==> config.mk <==
export PLATFORM = sky130hd
export DESIGN_NAME = shift_reg_sequencer
export DESIGN_NICKNAME = d
export VERILOG_FILES = /design/src/rtl/shift_reg_sequencer_pkg.sv /design/src/rtl/seq_down_counter.sv /design/src/rtl/shift_reg_sequencer.sv
export SDC_FILE = /design/constraint.sdc
export NUM_CORES = 1
export LEC_CHECK = 0
export ABC_CLOCK_PERIOD_IN_PS = 1600
export CAP_MARGIN = 5
export CORE_MARGIN = 2
export CORE_UTILIZATION = 55
export DETAILED_ROUTE_END_ITERATION = 8
export DONT_BUFFER_PORTS = 1
export PLACE_DENSITY = 0.7
export SLEW_MARGIN = 10
export SYNTH_ARGS = -nofsm -noshare
export SYNTH_HDL_FRONTEND = slang
export SYNTH_SLANG_ARGS = --single-unit
export TNS_END_PERCENT = 100
==> constraint.sdc <==
create_clock -name clk -period 1.6 [get_ports clk]
set_input_delay 0.24 -clock clk [delete_from_list [all_inputs] [get_ports clk]]
set_output_delay 0.24 -clock clk [all_outputs]
set_load 0.01 [all_outputs]
==> src/rtl/shift_reg_sequencer_pkg.sv <==
// shift_reg_sequencer_pkg: shared encodings for the shift register sequencer
package shift_reg_sequencer_pkg;
  typedef enum logic [1:0] {OP_LOAD = 2'b00, OP_SHL = 2'b01, OP_SHR = 2'b10, OP_ROTL = 2'b11} op_e;
  typedef enum logic [1:0] {SEL_HOLD = 2'b00, SEL_LEFT = 2'b01, SEL_RIGHT = 2'b10, SEL_LOAD = 2'b11} sel_e;
  typedef enum logic [1:0] {ST_IDLE = 2'b00, ST_EXEC = 2'b01, ST_DONE = 2'b10} state_e;
  function automatic sel_e op_to_sel(op_e op);
    return op == OP_LOAD ? SEL_LOAD : op == OP_SHR ? SEL_RIGHT : SEL_LEFT;
  endfunction
  // Rotate feedback: the first shift wraps the current MSB; later shifts wrap the bit about to become MSB.
  function automatic logic rotl_ser(logic [7:0] q, logic first);
    return first ? q[7] : q[6];
  endfunction
endpackage

==> src/rtl/seq_down_counter.sv <==
// seq_down_counter: loadable down-counter with zero flag, falling-edge clocked
module seq_down_counter #(
  parameter int CNT_W = 3
) (
  input  logic             clk,
  input  logic             reset,
  input  logic             i_load,
  input  logic             i_dec,
  input  logic [CNT_W-1:0] i_val,
  output logic             o_zero
);
  logic [CNT_W-1:0] r_cnt;
  always_ff @(negedge clk or posedge reset)
    if (reset) r_cnt <= '0;
    else if (i_load) r_cnt <= i_val;
    else if (i_dec) r_cnt <= r_cnt - 1'b1;
  assign o_zero = r_cnt == '0;
endmodule

==> src/rtl/shift_reg_sequencer.sv <==
// shift_reg_sequencer: command-driven controller for an 8-bit universal shift register
module shift_reg_sequencer
  import shift_reg_sequencer_pkg::*;
#(
  parameter int CNT_W = 3,
  parameter int WIDTH = 8
) (
  input  logic             clk,
  input  logic             reset,
  input  logic             cmd_valid,
  output logic             cmd_ready,
  input  logic [1:0]       cmd_op,
  input  logic [WIDTH-1:0] cmd_data,
  input  logic [CNT_W-1:0] cmd_cnt,
  input  logic             cmd_fill,
  input  logic [WIDTH-1:0] reg_q,
  output logic [1:0]       reg_sel,
  output logic             reg_ser,
  output logic [WIDTH-1:0] reg_par,
  output logic             busy,
  output logic             done
);
  state_e           r_state;
  op_e              r_op;
  sel_e             r_sel;
  logic [WIDTH-1:0] r_data;
  logic             r_fill, r_ser, r_busy, r_done, r_ready;
  logic             w_zero, w_accept;
  op_e              w_op;
  assign w_op     = op_e'(cmd_op);
  assign w_accept = r_state == ST_IDLE && cmd_valid;
  seq_down_counter #(.CNT_W(CNT_W)) u_cnt (
    .clk    (clk),
    .reset  (reset),
    .i_load (w_accept),
    .i_dec  (r_state == ST_EXEC && !w_zero),
    .i_val  (w_op == OP_LOAD ? '0 : cmd_cnt),
    .o_zero (w_zero)
  );
  always_ff @(negedge clk or posedge reset)
    if (reset) begin
      r_state <= ST_IDLE;
      r_op    <= OP_LOAD;
      r_sel   <= SEL_HOLD;
      r_data  <= '0;
      r_fill  <= 1'b0;
      r_ser   <= 1'b0;
      r_busy  <= 1'b0;
      r_done  <= 1'b0;
      r_ready <= 1'b1;
    end else
      case (r_state)
        ST_IDLE:
          if (cmd_valid) begin
            r_op    <= w_op;
            r_data  <= cmd_data;
            r_fill  <= cmd_fill;
            r_sel   <= op_to_sel(w_op);
            r_ser   <= w_op == OP_ROTL ? rotl_ser(reg_q, 1'b1) : cmd_fill;
            r_busy  <= 1'b1;
            r_ready <= 1'b0;
            r_state <= ST_EXEC;
          end
        ST_EXEC:
          if (w_zero) begin
            r_sel   <= SEL_HOLD;
            r_done  <= 1'b1;
            r_state <= ST_DONE;
          end else
            r_ser <= r_op == OP_ROTL ? rotl_ser(reg_q, 1'b0) : r_fill;
        ST_DONE: begin
          r_done  <= 1'b0;
          r_busy  <= 1'b0;
          r_ready <= 1'b1;
          r_state <= ST_IDLE;
        end
        default: r_state <= ST_IDLE;
      endcase
  assign cmd_ready = r_ready;
  assign reg_sel   = r_sel;
  assign reg_ser   = r_ser;
  assign reg_par   = r_data;
  assign busy      = r_busy;
  assign done      = r_done;
endmodule
==> summary.txt <==
Critical path
  • Critical path capture point type: output pin
  • Reg2reg path depth: 6
  • Crit Path Class: reg -> out
  • WP depth: 0
  • Worst r2r src: u_cnt.r_cnt[0]$_DFFE_NP0P_
  • Worst Path Max Fanout: 2
  • CP required: 1.36 ns
  • Startpoint types: flop
  • R2R Path End: u_cnt.r_cnt[0]$_DFFE_NP0P_
  • Reg2Reg Setup Slack: 0.03 ns
  • Worst Path Arrival: 1.72 ns

Yosys
  • Post-synthesis cell count: 104
  • Top cell type's share of synthesized area: 0.512
  • Post-synth ARST share: 1.00
  • Commonest cells in the netlist: 33 x nand2_1, 21 x dfrtn_1, 8 x inv_1
  • Sequential element share of the synthesized area: 0.537
  • Dominant synthesized flop cell: dfrtn_1
  • Net Count, Synth: 131
  • Unique cell type count in the Yosys netlist: 35
  • Yosys warning count: 0
  • Largest cells by area after synthesis: dfrtn_1 51%, nand2_1 12%, o21ai_0 2.9%
  • Yosys reg bits: 22
  • Mapped Area: 1030 µm²
  • Post-synth top area cell: dfrtn_1
  • Avg Inst Size Synth: 9.88 µm²
  • Most numerous cell in the Yosys netlist: nand2_1
  • EDFF count, synth: 0

Power and ir drop
  • Leak Pwr: 0.609 nW
  • Worst VDD drop: 0.000936 V
  • PD cells: 2010 nW/µm²

Place
  • HPWL Detailed: 1520 µm
  • Post-Place Worst Slack: -0.290 ns
  • Final Wtd Congestion: 0.869
  • Inst Count DP: 135
  • PortBufs: 0

Hold path
  • Hold Path Sink: r_fill$_DFFE_NP0N_
  • Min-Delay Path Class: reg -> reg
  • HP Start: r_fill$_DFFE_NP0N_
  • Hold Path Cell Cnt: 2

Clock network
  • Clock Latency Late Sink: 0.37 ns
  • Clock Tree Root: clkbuf_4
  • Clock-pin transition on the worst setup and hold timing paths: 0.07 ns
  • CTS tree: built
  • Htree depth: 1
  • Clock sinks: 22
  • CTS buffer count: 3
  • Post-CTS Hold Buffers: 0
  • Clock Path Buffers: 2

Cells and area
  • Post-Route Utilization: 0.697
  • Post-route non-filler standard cell count: 144
  • Nets: 147
  • Ant. Diodes: 0
  • Layout Area Growth over Synthesis: 18.5%
  • Layout cells sized above 1: 0.269

Floorplanning
  • Die area: 2230 µm²
  • Starting Density: 0.589
  • Die span in x: 47.2 µm
  • Row Count: 15
  • Die height: 47.2 µm
  • I/O pin cnt: 39
  • Core Area: 1750 µm²

STA
  • RSZ-0062 raised after global routing: true
  • Final Hold Viols: 0
  • Hold slack final: 0.419 ns
  • Least-Margin Pin Slew: 0.379 ns
  • Final worst slack: -0.358 ns
  • Final Max Tran Viols: 0
  • Max-slew headroom: 0.747
  • Setup Skew: 0.0627 ns
  • Setup violations, final: 14

Outcome
  • Status: finished with violations
  • Failing checks: negative setup slack

Routing
  • Via Count: 778
  • # DRC: 0
  • Drt first pass iters: 4
  • Post-DR vias/cell: 5.40
  • Post-DR wirelength/cell: 14.3 µm
  • 1st-iter DRT viols: 21
  • Antenna viol nets, final: 0
  • Routed WL: 2050 µm

Global routing
  • Largest net degree at the start of global routing: 13
  • Initial antenna violation count: 0
  • Gr ovfl total: 0
  • Vias in the first global route: 809
  • Global-route wire length before repair: 3310 µm
  • Overall Global Routing Usage: 0.219

Flow run
  • Total of max-cap violations: 0
-- worst max path at each step --
stage / slack [ns] / end / startpoint
after floorplan: -0.29 / reg_par[0]$_DFFE_NP0N_ / cmd_valid
after global placement: -0.27 / u_cnt.r_cnt[2]$_DFFE_NP0P_ / cmd_valid
after detailed placement: -0.29 / u_cnt.r_cnt[2]$_DFFE_NP0P_ / cmd_valid
after CTS: -0.36 / cmd_ready / cmd_ready$_DFFE_NP1P_
after global routing: -0.40 / cmd_ready / cmd_ready$_DFFE_NP1P_
final: -0.36 / cmd_ready / cmd_ready$_DFFE_NP1P_
-- per-layer routing --
metal | up-vias | wire [µm] | part of all wire | GRT usage
met4 | 0 | 79 | 0.038 | 0.150
met2 | 26 | 923 | 0.45 | 0.348
met5 | - | 0 | 0 | 0
li1 | 374 | - | - | -
met1 | 369 | 956 | 0.47 | 0.260
met3 | 9 | 95 | 0.046 | 0.0538
-- power by group --
part	internal [mW]	switching [mW]	total [mW]
sequential	0.840	0.274	1.11
clock	0.142	0.174	0.317
combinational	0.543	0.467	1.01
total	1.53	0.916	2.44
-- area by class of cell --
| class | instances | area (µm²) |
|---|---|---|
| sequential | 22 | 552 |
| fill | 137 | 528 |
| multi-input combinational | 70 | 437 |
| timing repair buffer | 14 | 125 |
| clock buffer | 4 | 36.3 |
| inverter | 8 | 32.5 |
| tap | 25 | 31.3 |
| clock inverter | 1 | 3.75 |
-- sequential cells by signal, summed over array words and instances, names as in the netlist --
register	cells
busy	1
cmd_ready	1
done	1
r_fill	1
r_op	2
r_state	2
reg_par	8
reg_sel	2
reg_ser	1
u_cnt.r_cnt	3
-- logic make-up after synthesis --
| kind of cell | after synthesis | synth area share |
|---|---|---|
| simple gates | 49 | 0.240 |
| mux | 2 | 0.0207 |
| compound gates | 17 | 0.114 |
| flops | 22 | 0.537 |
| buf+inv | 12 | 0.0633 |
| fa+ha+maj | 2 | 0.0244 |
-- metrics by stage --
step	power (mW)	setup TNS, ns	area (µm²)
CTS	2.33	-3.27	1170
finish	2.44	-3.18	1220
floorplan	1.71	-3.67	1030
global placement	1.92	-3.85	1110
detailed placement	1.97	-4.06	1110
global route	2.65	-3.67	1220
-- placed cells by master (no fill, tap or decap), types with 2 or more instances in the layout --
| cell type | instances |
|---|---|
| nand2_1 | 33 |
| dfrtn_1 | 21 |
| buf_4 | 11 |
| inv_1 | 7 |
| o21ai_0 | 6 |
| clkbuf_4 | 3 |
| a31oi_1 | 2 |
| o21a_1 | 2 |
| nand3_1 | 2 |
| buf_6 | 2 |
-- repair_timing --
item / CTS / global route
setup buffers: 2 / 3
resized for setup: 1 / 6
pin swaps: 1 / 1
endpoints found under the setup margin: 16 / 17
(Power assumes the default switching activity.)
